[src/rtl/ms_port_arbiter.sv]
// Two-requester round-robin arbiter feeding one blocking output port.
// A granted word is held on out_data until the consumer takes it with out_sync.
module ms_port_arbiter #(
    parameter int unsigned       DATA_W    = 32,
    parameter int unsigned       CNT_W     = 16,
    parameter logic [DATA_W-1:0] RESET_VAL = DATA_W'(1337)
) (
    input  logic              clk,
    input  logic              rst,
    input  logic [DATA_W-1:0] a_data,
    input  logic              a_sync,
    output logic              a_notify,
    input  logic [DATA_W-1:0] b_data,
    input  logic              b_sync,
    output logic              b_notify,
    output logic [DATA_W-1:0] out_data,
    output logic              out_notify,
    input  logic              out_sync,
    output logic              out_src,
    output logic [DATA_W-1:0] last_val,
    output logic [CNT_W-1:0]  cnt_a,
    output logic [CNT_W-1:0]  cnt_b
);

    localparam logic [0:0] ST_IDLE = 1'b0;
    localparam logic [0:0] ST_HOLD = 1'b1;

    logic [0:0]        state_q, state_d;
    logic              prio_q, prio_d;  // 0 = A wins a tie, 1 = B wins a tie
    logic              out_notify_q, out_notify_d;
    logic [DATA_W-1:0] out_data_q, out_data_d;
    logic              out_src_q, out_src_d;
    logic [DATA_W-1:0] last_val_q, last_val_d;
    logic [CNT_W-1:0]  cnt_a_q, cnt_a_d;
    logic [CNT_W-1:0]  cnt_b_q, cnt_b_d;

    logic grant_a, grant_b;

    always_comb begin
        grant_a = 1'b0;
        grant_b = 1'b0;
        if (state_q == ST_IDLE) begin
            grant_a = a_sync && (!b_sync || !prio_q);
            grant_b = b_sync && (!a_sync || prio_q);
        end
    end

    assign a_notify = rst && grant_a;
    assign b_notify = rst && grant_b;

    always_comb begin
        state_d      = state_q;
        prio_d       = prio_q;
        out_notify_d = out_notify_q;
        out_data_d   = out_data_q;
        out_src_d    = out_src_q;
        last_val_d   = last_val_q;
        cnt_a_d      = cnt_a_q;
        cnt_b_d      = cnt_b_q;
        case (state_q)
            ST_IDLE: begin
                if (grant_a || grant_b) begin
                    out_data_d   = grant_b ? b_data : a_data;
                    out_src_d    = grant_b;
                    out_notify_d = 1'b1;
                    prio_d       = !grant_b;
                    state_d      = ST_HOLD;
                end
            end
            ST_HOLD: begin
                if (out_sync) begin
                    out_notify_d = 1'b0;
                    last_val_d   = out_data_q;
                    // Counters saturate at all-ones.
                    if (out_src_q) begin
                        cnt_b_d = (&cnt_b_q) ? cnt_b_q : cnt_b_q + CNT_W'(1);
                    end else begin
                        cnt_a_d = (&cnt_a_q) ? cnt_a_q : cnt_a_q + CNT_W'(1);
                    end
                    state_d = ST_IDLE;
                end
            end
            default: state_d = ST_IDLE;
        endcase
    end

    always_ff @(posedge clk) begin
        if (!rst) begin
            state_q      <= ST_IDLE;
            prio_q       <= 1'b0;
            out_notify_q <= 1'b0;
            out_data_q   <= '0;
            out_src_q    <= 1'b0;
            last_val_q   <= RESET_VAL;
            cnt_a_q      <= '0;
            cnt_b_q      <= '0;
        end else begin
            state_q      <= state_d;
            prio_q       <= prio_d;
            out_notify_q <= out_notify_d;
            out_data_q   <= out_data_d;
            out_src_q    <= out_src_d;
            last_val_q   <= last_val_d;
            cnt_a_q      <= cnt_a_d;
            cnt_b_q      <= cnt_b_d;
        end
    end

    assign out_data   = out_data_q;
    assign out_notify = out_notify_q;
    assign out_src    = out_src_q;
    assign last_val   = last_val_q;
    assign cnt_a      = cnt_a_q;
    assign cnt_b      = cnt_b_q;

endmodule

[config.mk]
export PLATFORM = sky130hd
export DESIGN_NAME = ms_port_arbiter
export DESIGN_NICKNAME = d
export VERILOG_FILES = /design/src/rtl/ms_port_arbiter.sv
export SDC_FILE = /design/constraint.sdc
export NUM_CORES = 1
export LEC_CHECK = 0
export BUFFER_PORTS_ARGS = -buffer_cell sky130_fd_sc_hd__buf_4
export CORE_MARGIN = 2
export CORE_UTILIZATION = 34
export CTS_CLUSTER_SIZE = 28
export DETAILED_ROUTE_END_ITERATION = 6
export PLACE_DENSITY_LB_ADDON = 0.3
export SYNTH_ARGS = -nofsm -noshare
export SYNTH_HDL_FRONTEND = slang
export SYNTH_SLANG_ARGS = --single-unit
[constraint.sdc]
create_clock -name clk -period 2.9 [get_ports clk]
set_input_delay 0 -clock clk [delete_from_list [all_inputs] [get_ports clk]]
set_output_delay 0 -clock clk [all_outputs]
set_load 0.01 [all_outputs]
# Word level (Yosys, flattened, before mapping)
# Index checks and enable logic that the tools add are counted.
dict set report totals {
  reg_bits 100
  input_bits 69
  output_inout_bits 100
  elab_cells 43
}
dict set report classes {
  n_addsub 2
  n_eq_ne 2
  n_mux 9
  n_bitwise 4
  n_reduce_logical 18
}
# cell count
set op_table {}
lappend op_table {{$add A16 B1 Y16 const B} 2}
lappend op_table {{$mux W32} 1}
lappend op_table {{$reduce_and A16 Y1} 2}
lappend op_table {{$reduce_and A4 Y1} 2}
lappend op_table {{$mux W1} 6}
lappend op_table {{$reduce_and A2 Y1} 3}
lappend op_table {{$logic_and A1 B1 Y1} 4}
lappend op_table {{$logic_not A1 Y1} 4}
lappend op_table {{$not A1 Y1} 4}
lappend op_table {{$pmux W1 S2} 2}
lappend op_table {{$logic_or A1 B1 Y1} 3}
lappend op_table {{$ne A2 B1 Y1 const B} 1}
lappend op_table {{$ne A2 B2 Y1 const B} 1}

# Logic depth before layout (Yosys ltp)
# Gate-level depths: netlist of run 1.
dict set report logic_depth {
  ltp_word 7
  ltp_mapped 7
  ltp_nobuf 5
}

# Worst setup path after synthesis of run 1
# OpenSTA, ideal clock, no wires.
dict set report synth_timing {
  path_type {register to register}
  startpoint {reg out_src_q (netlist: out_src)}
  endpoint {reg cnt_b_q[15] (netlist: cnt_b[15])}
  setup_time_ps 70
  t_arrival_ps 1897
  required_ps 2830
  path_slack_ps 933
  path_stages_with_launch 6
  n_path_buf 1
  synth_period_minus_slack_ps 1967
  cell_sequence {dfxtp_1 > nand4_2 > or4_1 > buf_2 > or4_1 > a21oi_1}
}
dict set report synth_between {
  elab_chain_cells 1
}
# element line
set synth_rtl {}
lappend synth_rtl {{from (decl)} 32} ;# logic out_src_q, out_src_d;
lappend synth_rtl {{from (signal assigned)} 102} ;# out_src_q <= out_src_d;
lappend synth_rtl {{$reduce_and A4 Y1 (no line)} -}
lappend synth_rtl {{to (signal assigned)} 105} ;# cnt_b_q <= cnt_b_d;
lappend synth_rtl {{to (decl)} 35} ;# logic [CNT_W-1:0] cnt_b_q, cnt_b_d;
# Every way passes these cells.
# A chain may end at the register's enable or synchronous reset.

# Worst setup path after layout of run 1
dict set report layout_timing {
  startpoint {reg state_q}
  endpoint {reg out_data_q[9] (netlist: out_data[9])}
}
dict set report layout_between {
  elab_chain_cells 3
  elab_cells_between_ends 6
  classes_between {mux: 3; bitwise: 1; reduce/logical: 2}
}
# element line
set layout_rtl {}
lappend layout_rtl {{from (decl)} 28} ;# logic [0:0] state_q, state_d;
lappend layout_rtl {{from (signal assigned)} 98} ;# state_q <= state_d;
lappend layout_rtl {{$mux W1} 42} ;# if (state_q == ST_IDLE) begin
lappend layout_rtl {{$logic_or A1 B1 Y1} 62} ;# if (grant_a || grant_b) begin
lappend layout_rtl {{$reduce_and A2 Y1 (no line)} -}
lappend layout_rtl {{to (signal assigned)} 101} ;# out_data_q <= out_data_d;
lappend layout_rtl {{to (decl)} 31} ;# logic [DATA_W-1:0] out_data_q, out_data_d;
# Several ways; a longest one is shown, not always the timed one.

==> results of run 1 <==
[flip-flops by register name (all words and copies together) (netlist names)]
register / flops
last_val: 32
prio_q: 1
cnt_b: 16
cnt_a: 16
out_notify: 1
out_src: 1
state_q: 1
out_data: 32
[per-stage QoR]
stage	hold WS [ps]	utilization
floorplan	98.95	-
detailed placement	187.4	0.4624
global placement	182.9	0.4624
global route	27.71	0.5366
finish	7.434	0.5366
CTS	4.213	0.5366
[worst max-delay path, stage by stage (launching register included)]
cell	delay [ps]
dfxtp_1	400
nor2b_1	260
and3_1	790
a22oi_1	240
nand2_1	120
dlygate4sd3_1	540
[final timing paths]
path | from | to | cells past startpoint
worst min-delay path | a_data[31] | out_data[31]$_SDFFE_PN0P_ | 3
worst min register to register | last_val[25]$_SDFFE_PN0P_ | last_val[25]$_SDFFE_PN0P_ | 2
worst max-delay path | state_q$_SDFF_PN0_ | out_data[9]$_SDFFE_PN0P_ | 5
worst max register to register | state_q$_SDFF_PN0_ | out_data[9]$_SDFFE_PN0P_ | 5
[cells by family after synthesis]
group / Yosys count / synth area share
AOI/OAI and AO/OA: 114 / 0.1775
adders and majority gates: 2 / 0.006108
buffers and inverters: 42 / 0.03940
DFF: 100 / 0.4887
muxes: 12 / 0.02932
and+or+nand+nor: 225 / 0.2590
[layout make-up]
type,count,area (sq um)
well taps,147,183.9
repair buffers,234,1902
fillers,1077,5497
clock inverters,7,73.82
multi-input cells,353,1944
inverters,9,33.78
clock buffers,9,225.2
flip-flops and latches,100,2002
[power by group]
part           switching (mW)  leakage, nW  internal (mW)  total [mW]
sequential             0.0542        0.815           1.44        1.49
clock                   0.541        0.147          0.675        1.22
combinational           0.209         1.70          0.267       0.477
[cell usage after synthesis (2+ instances only)]
| cell | n |
|---|---|
| a211oi_1 | 5 |
| a21oi_1 | 52 |
| a222oi_1 | 8 |
| a22oi_1 | 20 |
| a31oi_1 | 2 |
| and2_1 | 2 |
| and3_1 | 3 |
| buf_1 | 3 |
| buf_2 | 3 |
| clkbuf_1 | 27 |
| dfxtp_1 | 100 |
| ha_1 | 2 |
| inv_1 | 9 |
| mux2i_1 | 12 |
| nand2_1 | 124 |
| nand2b_1 | 7 |
| nand3_1 | 14 |
| nand4_1 | 9 |
| nor2_1 | 21 |
| nor3_1 | 5 |
| nor4_1 | 8 |
| o21ai_0 | 8 |
| o21bai_1 | 2 |
| o31ai_1 | 16 |
| or3_1 | 6 |
| or4_1 | 16 |
[per-layer routing]
layer,global-route usage,share of wire,vias up
li1,-,-,2199
met1,0.2483,0.42,2092
met2,0.3489,0.49,166
met3,0.04835,0.073,14
met4,0.08455,0.017,0
met5,0,0,-
==> impl_metrics.toml, run 1 <==
[logic_synthesis]
syn_area_per_cell_sq_um = 8.276
synthDistinctLibCells = 37
synth_ff_type = "dfxtp_1"
synth_top_cell_area_share = 0.4887
synthCells = 495
async_reset_ff_frac = 0
yosysSeqAreaShare = 0.4887
yosysTopAreaCell = "dfxtp_1"
yosysWarnings = 0
synth_area_sq_um = 4096
syn-num-nets = 566
yosys-top-cells-area = "dfxtp_1 49%, nand2_1 11%, a21oi_1 6.4%"
synth_edf_count = 0
ys_ff_latch = 100

[route]
drtPass1Iterations = 7
drt_wl_total_mm = 13.23
drc_errors = 0
ant_nets = 0
vias_per_cell = 5.205
wl_per_cell_microns = 15.40
drt_iter0_markers = 307
vias = 4471

[sta]
fin_crit_ps = 2405
worstMarginPinSlew_ps = 913.8
rsz0062_at_grt = "false"
skew_ps = 4.275
finalCritPeriodShare = 0.8294
max_freq_ghz = 0.4158
slew_viol_final = 0
worst_slack_ps = 494.8
setup_violations = 0
final_hold_viol_count = 0
fin_tns_setup_ps = 0
slew-limit-headroom = 0.3852

[placement]
numPortBuffers = 168
gp_congestion = 0.8381
dpl.cell_count = 785
dp_slack_ps = 811.5
dp_hpwl_mm = 8.794
placedInstanceArea_sq_um = 5485

[global_route]
grt_pass1_vias = 4346
grt_pass1_wl_mm = 21.27
grt_antenna_before_repair = 0
groute.usage.overall = 0.2045
grt_overflow = 0
grt_max_degree = 37

[final_layout]
layout_commonest_cell = "buf_4"
syn_to_final_growth_pct = 55.38
layout.cells.non_filler = 859
diodes = 0
final_area_sq_um = 6365
layout-drive-gt1-share = 0.2809
layout_common_cells = "176 x buf_4, 124 x nand2_1, 100 x dfxtp_1, 58 x dlygate4sd3_1, 52 x a21oi_1"
nets = 778

[critical_path]
critPathMaxFanout = 21
path_class = "flop to flop"
crit_arrival_ps = 2690
rrSetupSlack_ps = 490
worstSetupEndpointType = "flop"
worstPathRequired_ps = 3190
cp-start-kind = "flop"

[cts]
path_clk_slew_ps = 70
cts_resized = 0
clk_latency_ps = 340
cts_buffer_depth = 2
ctsRootBufferMaster = "clkbuf_16"
hold_buffers = 58
cts.sinks = 100
cts_tree = "built"
numCtsBuffers = 9
post_cts.repair.setup_buffers = 0
cts_max_level = 3

[die]
ios = 169
dieWidth_microns = 113.8
initial_core_util = 0.3454
dieArea_sq_um = 12940
die_h_microns = 113.8
core.rowCount = 40
core-area_sq_um = 11860

[job]
max_cap_viol_count = 0

[power_and_ir_drop]
p_total_mw = 3.184
p_leak_nw = 2.664
ir_worst_vdd_mv = 0.2536
p_per_area_nw_per_um2 = 500.3

[run_status]
status = "finished, final reports clean"

[min_path]
hold_path.class = "input pin to flop"
Power figures use the tool's default switching activity.
==> run 2: changes to the inputs <==
==> constraint.sdc (replaced) <==
create_clock -name clk -period 2.29 [get_ports clk]
set_input_delay 0 -clock clk [delete_from_list [all_inputs] [get_ports clk]]
set_output_delay 0 -clock clk [all_outputs]
set_load 0.01 [all_outputs]
==> impl_metrics.toml, run 2 (synthesis results as in run 1) <==
[placement]
gp_congestion = 0.8250
dpl.cell_count = 790
numPortBuffers = 168
dp_hpwl_mm = 8.759
dp_slack_ps = 289.2

[cts]
cts.sinks = 100
cts_tree = "built"
ctsRootBufferMaster = "clkbuf_16"
numCtsBuffers = 9
clk_latency_ps = 340
cts_max_level = 3
post_cts.repair.setup_buffers = 0
path_clk_slew_ps = 70
cts_buffer_depth = 2

[critical_path]
worstPathRequired_ps = 2570
r2r-start = "cnt_b[0]$_SDFFE_PN0P_"
cp-start-kind = "input pin"
critPathMaxStageDelay_ps = 550
path_class = "input pin to flop"
r2r_end = "cnt_b[10]$_SDFFE_PN0P_"
crit_family = "buffers and inverters"
crit_arrival_ps = 2360
critPathMaxFanout = 26
path_cells = "dlygate4sd3_1 > buf_4 > inv_2 > a211oi_2 > buf_4 > nand2_1 > nand2_1 > dlygate4sd3_1"
r2r_cells = 5
critPathBufInv = 5
cpMaxStageDelayCell = "dlygate4sd3_1"
worstSetupEndpointType = "flop"
rrSetupSlack_ps = 230

[global_route]
groute.usage.overall = 0.1994
grt_overflow = 0
grt_max_degree = 42
grt_pass1_vias = 4252
grt_pass1_wl_mm = 20.66
grt_antenna_before_repair = 0

[job]
max_cap_viol_count = 0

[sta]
slew_viol_final = 0
skew_ps = 7.832
rsz0062_at_grt = "false"
fin_tns_setup_ps = 0
slew-limit-headroom = 0.6035
final_hold_viol_count = 0
worst_slack_ps = 212.7
fin_crit_ps = 2077
finalCritPeriodShare = 0.9071
worstMarginPinSlew_ps = 590.3
setup_violations = 0
max_freq_ghz = 0.4814

[route]
ant_nets = 0
drc_errors = 0
vias_per_cell = 5.193
vias = 4487
drt_wl_total_mm = 12.98
drtPass1Iterations = 5
drt_iter0_markers = 280
wl_per_cell_microns = 15.02

[min_path]
hold_path_depth = 3
hp-start = "a_data[2]"
hold_path.class = "input pin to flop"
min_to = "out_data[2]$_SDFFE_PN0P_"

[die]
dieWidth_microns = 113.8
ios = 169
core-area_sq_um = 11860
initial_core_util = 0.3454
die_h_microns = 113.8
dieArea_sq_um = 12940
core.rowCount = 40

[final_layout]
nFillCells = 1064
syn_to_final_growth_pct = 56.60
diodes = 0
layout.cells.non_filler = 864
layout_commonest_cell = "buf_4"
layout_common_cells = "181 x buf_4, 124 x nand2_1, 100 x dfxtp_1, 58 x dlygate4sd3_1, 52 x a21oi_1"
post-route-util = 0.5408
layout-drive-gt1-share = 0.2873
nets = 783

[power_and_ir_drop]
p_leak_nw = 2.691
ir_worst_vdd_mv = 0.3210
p_total_mw = 4.062
p_per_area_nw_per_um2 = 633.3

[run_status]
status = "finished, final reports clean"
-- run 2: power breakdown --
group	switching (mW)	internal, mW	total [mW]
combinational	0.267	0.344	0.611
sequential	0.0649	1.82	1.88
clock	0.683	0.885	1.57
total	1.01	3.05	4.06
-- run 2: worst reg2reg max path, stage by stage (launching register included) --
cell     delay (ps)
dfxtp_1         420
ha_1            190
nand3_1         200
or3_1           530
or4_1           510
a21oi_1         140
-- run 2: worst max path at each step --
stage | slack (ps) | cells after the start | to | start
2_1_floorplan | 320 | 5 | cnt_b[15]$_SDFFE_PN0P_ | out_src$_SDFFE_PN0P_
3_3_place_gp | 350 | 5 | cnt_b[14]$_SDFFE_PN0P_ | cnt_b[0]$_SDFFE_PN0P_
3_5_place_dp | 290 | 5 | cnt_b[10]$_SDFFE_PN0P_ | cnt_b[0]$_SDFFE_PN0P_
4_1_cts | 70 | 6 | out_data[29]$_SDFFE_PN0P_ | state_q$_SDFF_PN0_
5_1_grt | 60 | 8 | out_data[9]$_SDFFE_PN0P_ | rst
6_report | 210 | 8 | out_data[9]$_SDFFE_PN0P_ | rst
-- run 2: per-layer routing --
| layer | global-route usage | part of all wire | vias to the layer above |
|---|---|---|---|
| li1 | - | - | 2203 |
| met1 | 0.2404 | 0.43 | 2115 |
| met2 | 0.3361 | 0.48 | 150 |
| met3 | 0.06270 | 0.072 | 19 |
| met4 | 0.07154 | 0.017 | 0 |
| met5 | 0 | 0 | - |
-- run 2: through the flow --
step	hold WS, ps	area [sq um]
floorplan	98.95	4096
global placement	183.0	5523
detailed placement	188.3	5523
CTS	1.024	6414
global route	28.35	6415
finish	10.90	6415
-- run 2: repair_timing --
item / in CTS / in global routing
endpoints found under the setup margin: 0 / 28
hold buffers: 58 / 0
gates resized for setup: 0 / 2
hold endpoints to repair: 33 / 0
-- run 2: final cells by class --
type | instances | area, sq um | share of cell area
Timing Repair Buffer | 239 | 1939 | 0.3023
Inverter | 9 | 33.78 | 0.005266
Sequential cell | 100 | 2002 | 0.3121
Tap cell | 147 | 183.9 | 0.02867
Multi-Input combinational cell | 353 | 1946 | 0.3033
Clock buffer | 10 | 239.0 | 0.03725
Clock inverter | 6 | 71.32 | 0.01112
